**src/rtl/ntt64_bram_sched.sv**
```systemverilog
// Sequencer for an in-place 64-point radix-2 DIF NTT on one two-port RAM.
// While idle the RAM is passed through to the host port. Results end up in bit-reversed order.
module ntt64_bram_sched #(
    parameter int BF_LAT = 3,
    parameter int W      = 18
) (
    input  logic         clk,
    input  logic         rst,
    input  logic         start,
    output logic         busy,
    output logic         done,
    output logic         lat_err,
    input  logic         host_wr_en,
    input  logic [5:0]   host_addr,
    input  logic [W-1:0] host_din,
    output logic [W-1:0] host_dout,
    output logic         mem_wr_en,
    output logic [5:0]   mem_wr_addr,
    output logic [5:0]   mem_rd_addr,
    output logic [W-1:0] mem_wr_din,
    input  logic [W-1:0] mem_wr_dout,
    input  logic [W-1:0] mem_rd_dout,
    output logic         bf_in_valid,
    output logic [W-1:0] bf_a,
    output logic [W-1:0] bf_b,
    output logic [4:0]   bf_tw_idx,
    output logic [2:0]   bf_stage,
    input  logic         bf_out_valid,
    input  logic [W-1:0] bf_x,
    input  logic [W-1:0] bf_y
);
    localparam int L = BF_LAT / 3;
    localparam logic [7:0] LAT_SLOTS = 8'(L);
    localparam logic [7:0] LAST_SLOT = 8'(31 + L);

    typedef enum logic [1:0] {IDLE = 2'd0, RUN = 2'd1, DRAIN = 2'd2, DONE = 2'd3} state_t;

    // half-1 for stage s, where half = 32 >> s
    function automatic logic [4:0] half_mask(input logic [2:0] s);
        return 5'd31 >> s;
    endfunction

    function automatic logic [5:0] addr_a(input logic [2:0] s, input logic [4:0] c);
        logic [4:0] m;
        m = half_mask(s);
        return {c & ~m, 1'b0} | {1'b0, c & m};
    endfunction

    function automatic logic [5:0] addr_b(input logic [2:0] s, input logic [4:0] c);
        return addr_a(s, c) | ({1'b0, half_mask(s)} + 6'd1);
    endfunction

    function automatic logic [4:0] twiddle(input logic [2:0] s, input logic [4:0] c);
        return (c & half_mask(s)) << s;
    endfunction

    state_t       state_q, state_d;
    logic [1:0]   ph_q, ph_d;
    logic [7:0]   slot_q, slot_d;
    logic [2:0]   stage_q, stage_d;
    logic         busy_q, busy_d;
    logic         done_q, done_d;
    logic         lat_err_q, lat_err_d;
    logic         bfv_q, bfv_d;
    logic         wa_q, wa_d;
    logic         wb_q, wb_d;
    logic [5:0]   wr_addr_q, wr_addr_d;
    logic [5:0]   rd_addr_q, rd_addr_d;
    logic [4:0]   tw_q, tw_d;
    logic [2:0]   bf_stage_q, bf_stage_d;
    logic [W-1:0] y_q, y_d;
    logic [11:0]  pipe_q [0:L];
    logic [11:0]  pipe_d [0:L];
    logic         rd_slot_s;
    logic         rd_issue_s;

    // Next-state sequencing and next-cycle schedule outputs
    always_comb begin
        state_d = state_q;
        ph_d    = ph_q;
        slot_d  = slot_q;
        stage_d = stage_q;
        case (state_q)
            IDLE, DONE: begin
                if (start) begin
                    state_d = RUN;
                    ph_d    = 2'd0;
                    slot_d  = 8'd0;
                    stage_d = 3'd0;
                end else begin
                    state_d = state_q;
                end
            end
            RUN, DRAIN: begin
                if (state_q == RUN && ph_q == 2'd0 && slot_q == 8'd31) begin
                    state_d = DRAIN;
                end else begin
                    state_d = state_q;
                end
                if (ph_q != 2'd2) begin
                    ph_d = ph_q + 2'd1;
                end else begin
                    ph_d = 2'd0;
                    if (slot_q != LAST_SLOT) begin
                        slot_d = slot_q + 8'd1;
                    end else begin
                        slot_d = 8'd0;
                        if (stage_q == 3'd5) begin
                            state_d = DONE;
                            stage_d = 3'd0;
                        end else begin
                            state_d = RUN;
                            stage_d = stage_q + 3'd1;
                        end
                    end
                end
            end
            default: state_d = IDLE;
        endcase

        busy_d     = (state_d == RUN) || (state_d == DRAIN);
        done_d     = busy_q && (state_d == DONE);
        rd_slot_s  = busy_d && (slot_d < 8'd32);
        rd_issue_s = rd_slot_s && (ph_d == 2'd0);
        bfv_d      = rd_slot_s && (ph_d == 2'd1);
        wa_d       = busy_d && (ph_d == 2'd1) && (slot_d >= LAT_SLOTS);
        wb_d       = busy_d && (ph_d == 2'd2) && (slot_d >= LAT_SLOTS);

        // the pair read in slot k reaches the tail of the line at slot k+L
        pipe_d = pipe_q;
        if (busy_d && ph_d == 2'd0) begin
            pipe_d[0] = {addr_a(stage_d, slot_d[4:0]), addr_b(stage_d, slot_d[4:0])};
            for (int i = 1; i <= L; i++) begin
                pipe_d[i] = pipe_q[i-1];
            end
        end else begin
            pipe_d = pipe_q;
        end

        if (rd_issue_s) begin
            wr_addr_d = addr_a(stage_d, slot_d[4:0]);
            rd_addr_d = addr_b(stage_d, slot_d[4:0]);
        end else if (wa_d) begin
            wr_addr_d = pipe_d[L][11:6];
            rd_addr_d = rd_addr_q;
        end else if (wb_d) begin
            wr_addr_d = pipe_d[L][5:0];
            rd_addr_d = rd_addr_q;
        end else begin
            wr_addr_d = wr_addr_q;
            rd_addr_d = rd_addr_q;
        end

        if (bfv_d) begin
            tw_d       = twiddle(stage_d, slot_d[4:0]);
            bf_stage_d = stage_d;
        end else begin
            tw_d       = tw_q;
            bf_stage_d = bf_stage_q;
        end

        if (busy_q && wa_q) begin
            y_d = bf_y;
        end else begin
            y_d = y_q;
        end

        if ((state_q == IDLE || state_q == DONE) && start) begin
            lat_err_d = 1'b0;
        end else if (busy_q && (bf_out_valid != wa_q)) begin
            lat_err_d = 1'b1;
        end else begin
            lat_err_d = lat_err_q;
        end
    end

    // State, counters and registered outputs
    always_ff @(posedge clk or posedge rst) begin
        if (rst) begin
            state_q    <= IDLE;
            ph_q       <= 2'd0;
            slot_q     <= 8'd0;
            stage_q    <= 3'd0;
            busy_q     <= 1'b0;
            done_q     <= 1'b0;
            lat_err_q  <= 1'b0;
            bfv_q      <= 1'b0;
            wa_q       <= 1'b0;
            wb_q       <= 1'b0;
            wr_addr_q  <= 6'd0;
            rd_addr_q  <= 6'd0;
            tw_q       <= 5'd0;
            bf_stage_q <= 3'd0;
            y_q        <= '0;
            for (int i = 0; i <= L; i++) begin
                pipe_q[i] <= 12'd0;
            end
        end else begin
            state_q    <= state_d;
            ph_q       <= ph_d;
            slot_q     <= slot_d;
            stage_q    <= stage_d;
            busy_q     <= busy_d;
            done_q     <= done_d;
            lat_err_q  <= lat_err_d;
            bfv_q      <= bfv_d;
            wa_q       <= wa_d;
            wb_q       <= wb_d;
            wr_addr_q  <= wr_addr_d;
            rd_addr_q  <= rd_addr_d;
            tw_q       <= tw_d;
            bf_stage_q <= bf_stage_d;
            y_q        <= y_d;
            pipe_q     <= pipe_d;
        end
    end

    // RAM ports belong to the host whenever no transform is running
    assign mem_wr_en   = busy_q ? (wa_q | wb_q) : host_wr_en;
    assign mem_wr_addr = busy_q ? wr_addr_q : host_addr;
    assign mem_rd_addr = busy_q ? rd_addr_q : host_addr;
    assign mem_wr_din  = busy_q ? (wa_q ? bf_x : y_q) : host_din;
    assign host_dout   = mem_rd_dout;
    assign bf_a        = mem_wr_dout;
    assign bf_b        = mem_rd_dout;
    assign busy        = busy_q;
    assign done        = done_q;
    assign lat_err     = lat_err_q;
    assign bf_in_valid = bfv_q;
    assign bf_tw_idx   = tw_q;
    assign bf_stage    = bf_stage_q;
endmodule

```
**config.mk**
```make
export PLATFORM = sky130hd
export DESIGN_NAME = ntt64_bram_sched
export DESIGN_NICKNAME = d
export VERILOG_FILES = /design/src/rtl/ntt64_bram_sched.sv
export SDC_FILE = /design/constraint.sdc
export NUM_CORES = 1
export LEC_CHECK = 0
export ABC_AREA = 1
export CAP_MARGIN = 5
export CORE_MARGIN = 2
export CORE_UTILIZATION = 30
export CTS_CLUSTER_DIAMETER = 100
export DETAILED_ROUTE_END_ITERATION = 8
export SLEW_MARGIN = 0
export SYNTH_ARGS = -nofsm -noshare
export SYNTH_HDL_FRONTEND = slang
export SYNTH_SLANG_ARGS = --single-unit
```
**constraint.sdc**
```tcl
create_clock -name clk -period 4.15 [get_ports clk]
set_input_delay 0.6225 -clock clk [delete_from_list [all_inputs] [get_ports clk]]
set_output_delay 0.6225 -clock clk [all_outputs]
set_load 0.03 [all_outputs]
```
== Yosys cells after proc, flatten, opt, wreduce, memory -nomap -nowiden ==
Cells that the tools add are included.
Operators by class
  bitwise gates (word level): 6
  multiplexer cells: 29
  $add $sub $neg: 4
  reductions and logical operators: 23
  shifts and indexed selects: 2
  magnitude comparators: 2
  equality and inequality tests: 13
Operators by type and width (count)
  2-to-1 mux 18 bit: 2
  2-to-1 mux 6 bit: 5
  2-to-1 mux 8 bit: 3
  one-hot mux 8 bit (2 select lines): 1
  logical AND 1 bit: 14
  2-to-1 mux 2 bit: 7
  2-to-1 mux 12 bit: 1
  2-to-1 mux 3 bit: 4
  bitwise AND 5 bit: 2
  equality test 2 bit (second input constant): 5
  adder 8 x 1 -> 8 bit (second input constant): 1
  equality test 8 x 5 -> 1 bit (second input constant): 1
  greater-or-equal comparator 8 x 1 -> 1 bit (second input constant): 1
  less-than comparator 8 x 6 -> 1 bit (second input constant): 1
  != test 8 x 6 -> 1 bit (second input constant): 1
  one-hot mux 2 bit (2 select lines): 2
  adder 5 x 1 -> 6 bit (second input constant): 1
  equality test 2 x 1 -> 1 bit (second input constant): 3
  zero test 2 bit: 3
  bitwise OR 6 x 5 -> 6 bit: 1
  bitwise OR 6 bit: 1
  one-hot mux 3 bit (2 select lines): 1
  NOT 5 bit: 1
  left shift 5 x 3 -> 5 bit: 1
  12 further kinds: 16
Word-level totals
  register bits: 83
  word-level logic and storage cells: 96
  output and inout port bits: 97

== Longest topological paths before layout ==
  depth in word-level cells: 14
  gate-level depth with buffers: 19

== Worst setup path after synthesis ==
Ideal clock, no wire load.
  path kind: reg-to-reg
  start point: reg state_q[0]
  end point: reg wr_addr_q[1]
  required time: 4.026 ns
  library setup time: 0.124 ns
  arrival: 2.268 ns
  setup slack: 1.757 ns
  buffers on the path: 2
  clock period less this slack: 2.393 ns
  stages on the path, launching flop included: 15
  cells stage by stage: dfrtp_1 -> ha_1 -> inv_1 -> buf_2 -> a21oi_1 -> a21oi_1 -> ha_1 -> nand2_4 -> inv_4 -> buf_6 -> or2_1 -> o21ai_2 -> nand2_1 -> nand3_1 -> nand3_1
On the way
  word-level cells in the longest chain between the ends: 14
RTL lines
  start, declared: RTL line 57  | state_t state_q, state_d;
  start signal, assigned: RTL line 199  | state_q <= state_d;
  equality test 2 x 1 -> 1 bit: RTL line 83, 95
  logical AND 1 bit (2 in a row): RTL line 95  | if (state_q == RUN && ph_q == 2'd0 && slot_q == 8'd31) begin
  2-to-1 mux 2 bit: RTL line 95
  2-to-1 mux 2 bit: RTL line 104  | if (slot_q != LAST_SLOT) begin
  2-to-1 mux 2 bit: RTL line 100  | if (ph_q != 2'd2) begin
  one-hot mux 2 bit (2 select lines) *: RTL line 83  | case (state_q)
  net state_d[1]: RTL line 57
  equality test 2 x 1 -> 1 bit / equality test 2 bit (equally long branches): RTL line 121  | busy_d = (state_d == RUN) || (state_d == DRAIN);
  logical OR 1 bit *: RTL line 121
  net busy_d: RTL line 61  | logic busy_q, busy_d;
  logical AND 1 bit: RTL line 131  | if (busy_d && ph_d == 2'd0) begin
  2-to-1 mux 12 bit: RTL line 131
  2-to-1 mux 6 bit: RTL line 146  | end else if (wb_d) begin
  2-to-1 mux 6 bit: RTL line 143  | end else if (wa_d) begin
  2-to-1 mux 6 bit: RTL line 140  | if (rd_issue_s) begin
  end signal, assigned: RTL line 209  | wr_addr_q <= wr_addr_d;
  end, declared: RTL line 67  | logic [5:0] wr_addr_q, wr_addr_d;
The timed path passes the listed nets; every way through them passes the cells marked *. The select of a mux whose other input is x is not followed.
A chain may end at the register's enable or synchronous reset.

== Final worst setup path ==
  start point: reg busy_q, in the netlist busy
  end point: out mem_wr_addr[3]
On the way
  word-level cells in the longest chain between the ends: 1
RTL lines
  start, declared: RTL line 61
  start signal, assigned: RTL line 203  | busy_q <= busy_d;
  2-to-1 mux 6 bit: RTL line 220  | assign mem_wr_addr = busy_q ? wr_addr_q : host_addr;
  end, declared: RTL line 18  | output logic [5:0] mem_wr_addr,
Every way passes these cells.

==> results.md <==
Placement:
- In this run the tool buffered the top-level ports with 107 buffer cells.
- Routability-driven placement finished with a final weighted congestion of 0.8287.
- Detailed placement finished with a half-perimeter wire length of 10100 um.

Layout:
- The repair_antennas step left the layout with diodes totalling 0.
- The area growth from synthesis to layout is 23.16%.
- In the final layout, the multi-input gates occupy 0.002245 mm2.
- The fraction of final layout cells sized beyond drive strength 1 is 0.1425.
- After the last flow step, the layout net total stands at 802.
- The number of filler instances in the final layout is 1758.
- The flip-flop and latch area is 0.002077 mm2.

Timing:
- After routing, the total negative slack on setup checks comes to 0 ns.
- In this run the tightest slew margin relative to its limit is 0.3547.
- The final count of hold timing violations is 0.
- The final max-slew violation count is 0.
- The clock arrives with 0.009163 ns of skew.
- Setup repair after global routing left no endpoint under its margin.
- The slew at the pin closest to its max-slew limit is 0.9669 ns.
- Subtracting the final worst setup slack from the clock period gives 3.288 ns.
- The period utilization is 0.7922.
- Based on the critical path, the design can be clocked at up to 0.3042 GHz.
- The final setup violation count is 0.

Critical path:
- The critical path capture point type is an output pin.
- The data required time of the critical path is 3.53 ns.
- Walking the worst path, the cells encountered are inv_1, nand2_1, nand2_1, clkdlybuf4s50_1.
- The worst setup path is launched from a register.
- In this run the worst path has a maximum fanout of 29.
- The most numerous cell type found on the critical path is sky130_fd_sc_hd__nand2_1.
- At the worst endpoint, the arrival time is 2.67 ns.
- In this design, the stage delay of the slowest critical-path cell is 0.70 ns.
- On the critical path, the stage with the largest delay is an instance of sky130_fd_sc_hd__inv_1.
- The setup path with the least slack is of type register to output pin.

Power:
- Of the total power, the share spent switching nets is 0.2135.
- The sequential fraction of design power is 0.458.
- The completed layout was analyzed and its total power is 0.001794 W.
- Across the VDD grid, the largest voltage drop is 0.1915 mV.
- Of the total power, combinational logic draws 0.075.
- The design internal power is 0.001411 W.
- Power spread over the standard cell area amounts to 287.1 mW/mm2.
- The leakage power of the design is 2.826 nW.
- For this design the total switching power over the nets is 0.0003829 W.
- The clock network fraction of total power is 0.467.

Routing:
- The DRC violation count after routing is 0.
- The number of vias per cell after detailed routing is 4.589.
- The detailed router placed 4231 vias in this run.
- The number of nets still failing antenna checks after routing is 0.
- The wire length reported by the detailed router is 13720 um.
- The DRC violation total after the first TritonRoute iteration is 151.
- The routed length per instance is 14.88 um.
- For this run, the detailed router's first-pass iteration total came to 4.

Floorplanning:
- The chip width is 134.0 um.
- For this configuration, the core starts out at a cell density of 0.3059.
- From bottom edge to top edge, the die measures 134.0 um.
- The core region is 0.01658 mm2.
- In this run the count of I/O pins placed on the die edge is 198.
- The floorplan has 47 rows.
- The area of the die is 0.01796 mm2.

Clocking:
- The clock sink total is 83.
- In this run the number of H-tree levels came out at 3.
- Buffers inserted to repair hold after CTS numbered 0.
- The setup fix buffers added after clock tree synthesis is 0.
- The maximum count of clock buffers along a single path is 2.
- The post-cts sizing count is 0.
- The clock tree from TritonCTS is done.
- The cell at the root of the clock tree is sky130_fd_sc_hd__clkbuf_16.
- Clock-pin slew was measured on the worst setup and hold paths at 0.06 ns.
- The clock buffer count from CTS is 9.
- The later pin in the worst-skew pair is clocked with a latency of 0.34 ns.

Global route:
- The maximum number of pins on one net before global-route repair is 47.
- The via count of the first global-routing pass is 4307.
- The initial antenna violation count is 0.
- Summed over all layers, the global routing overflow is 0.
- The first global-routing pass estimated 22060 um of wire.
- For this run, the total global-route usage over all layers was measured as 0.1551.

Synth:
- Synthesis produced a netlist whose cell count is 648.
- The area fraction in compound gates after synthesis is 0.09595.
- Measured against the total synthesized area, the mux share comes to 0.03996.
- The main combinational cell family by area after synthesis is simple AND/OR/NAND/NOR gates.
- The biggest area contributor in the post-synthesis netlist is sky130_fd_sc_hd__dfrtp_1.
- Yosys attributes the largest share of cell area to sky130_fd_sc_hd__dfrtp_1, sky130_fd_sc_hd__nand2_1, sky130_fd_sc_hd__buf_4.
- Of the total synthesized cell area, the portion taken by AND, OR, NAND and NOR gates is 0.2967.
- The top-area cell type share of the netlist area is 0.4095.
- For this run, the register share of the synthesized area comes to 0.4095.
- After synthesis, the netlist uses 34 different library cells.
- Of the total synthesized cell area, the portion taken by XOR and XNOR cells is 0.
- The mean cell area of the mapped netlist is 7.828 um2.
- The area of the mapped netlist is 0.005072 mm2.
- Of the total synthesized cell area, the portion taken by full adders, half adders and majority gates is 0.009867.
- The number of storage elements in the synthesis netlist is 83.
- The post-synthesis net count is 753.
- The number of warnings issued by yosys is 0.

Status:
- The flow ran to the end, and the final reports show no timing, DRC or antenna violations.

Hold path:
- The type of the most critical hold path is register to register.

Flow run:
- Across the run, the number of max-cap violations was 0.
-- per-stage QoR --
stage                     std cells    util  hold slack [ns]  instance area (um2)  setup WS [ns]
after floorplan                 648       -           0.4437                 5072          1.391
after CTS                       922  0.3767           0.4829                 6247         0.7803
after detailed placement        906  0.3578           0.4667                 5933         0.9593
after global placement          906  0.3578           0.4618                 5933          1.022
final                           922  0.3767           0.4796                 6247         0.8623
after global routing            922  0.3767           0.5055                 6247         0.6311
-- synth_stat cells, drive strengths merged --
library cell and number:
a21boi 1, a21oi 7, buf 62, clkbuf 11, clkinv 2, dfrtp 83
ha 4, inv 57, mux2 18, nand2 196, nand3 63, nand4 4
nor2 46, nor3 2, o21ai 79, or2 13
-- state kept, by name (all words and copies together) (netlist names), 2 cells and up --
| signal | cells |
|---|---|
| slot_q | 8 |
| wr_addr_q | 6 |
| pipe_q | 24 |
| rd_addr_q | 6 |
| stage_q | 3 |
| bf_stage | 3 |
| y_q | 18 |
| ph_q | 2 |
| bf_tw_idx | 5 |
| state_q | 2 |
-- worst max-delay path: cells and delay by family, from the launching register on --
family        cells  cell delay, ns
buf+inv           2            1.40
simple gates      2            0.55
flops             1            0.37
-- layout by cell type, fill, tap and decap left out, types with 3 or more instances in the layout --
master                            instances
sky130_fd_sc_hd__o21ai_1                  8
sky130_fd_sc_hd__inv_2                    9
sky130_fd_sc_hd__nand4_1                  4
sky130_fd_sc_hd__nor2_4                   7
sky130_fd_sc_hd__o21ai_2                 12
sky130_fd_sc_hd__mux2_2                  18
sky130_fd_sc_hd__o21ai_0                 59
sky130_fd_sc_hd__inv_1                   45
sky130_fd_sc_hd__nor2_2                   8
sky130_fd_sc_hd__nand2_2                  8
sky130_fd_sc_hd__nor2_1                  31
sky130_fd_sc_hd__ha_1                     4
sky130_fd_sc_hd__or2_1                    7
sky130_fd_sc_hd__clkinv_2                 3
sky130_fd_sc_hd__clkdlybuf4s50_1        107
sky130_fd_sc_hd__nand2_1                183
sky130_fd_sc_hd__clkbuf_16                9
sky130_fd_sc_hd__or2_2                    4
sky130_fd_sc_hd__nand2_4                  5
sky130_fd_sc_hd__buf_4                    4
sky130_fd_sc_hd__nand3_1                 59
sky130_fd_sc_hd__a21oi_1                  6
sky130_fd_sc_hd__clkbuf_8                 3
sky130_fd_sc_hd__dfrtp_1                 83
-- area by class of cell --
class	count	share of cell area
multi-input combinational	433	0.3593
sequential	83	0.3325
timing repair buffer	111	0.1762
clock inverter	4	0.007611
tap	220	0.04406
inverter	59	0.03765
clock buffer	12	0.04266
-- routing by layer --
metal  vias to the layer above  global-route usage  wire length, um
met5                         -                   0                0
met1                      1963              0.1907             5999
met3                        37             0.03023              771
li1                       2121                   -                -
met2                       110              0.2655             6568
met4                         0             0.06667              380
-- power groups by stage --
stage / Clock (W) / Sequential [W] / Combinational [W]
5_1_grt: 0.000888 / 0.000822 / 0.000145
6_report: 0.000838 / 0.000821 / 0.000134
2_1_floorplan: 0 / 0.000836 / 0.000145
3_3_place_gp: 0 / 0.000836 / 0.000137
4_1_cts: 0.000857 / 0.000821 / 0.000138
3_5_place_dp: 0 / 0.000837 / 0.000137
-- worst paths after layout --
kind	from	endpoint	slack (ns)	cells after the start
setup / recovery	busy	mem_wr_addr[3]	0.86	4
hold / removal	pipe_q[22]	pipe_q[22]	0.48	2
setup reg to reg	state_q[0]	bf_tw_idx[3]	0.99	12
hold reg to reg	pipe_q[22]	pipe_q[22]	0.48	2
max in group asynchronous	rst	y_q[0]	2.65	3
min in group asynchronous	rst	stage_q[0]	0.74	2
-- logic make-up after synthesis --
logic type	after synthesis
DFF	83
muxes	18
buffers and inverters	132
AOI/OAI and AO/OA	87
and+or+nand+nor	324
adders and majority gates	4
Note: power is estimated with default switching activity, not from simulation.
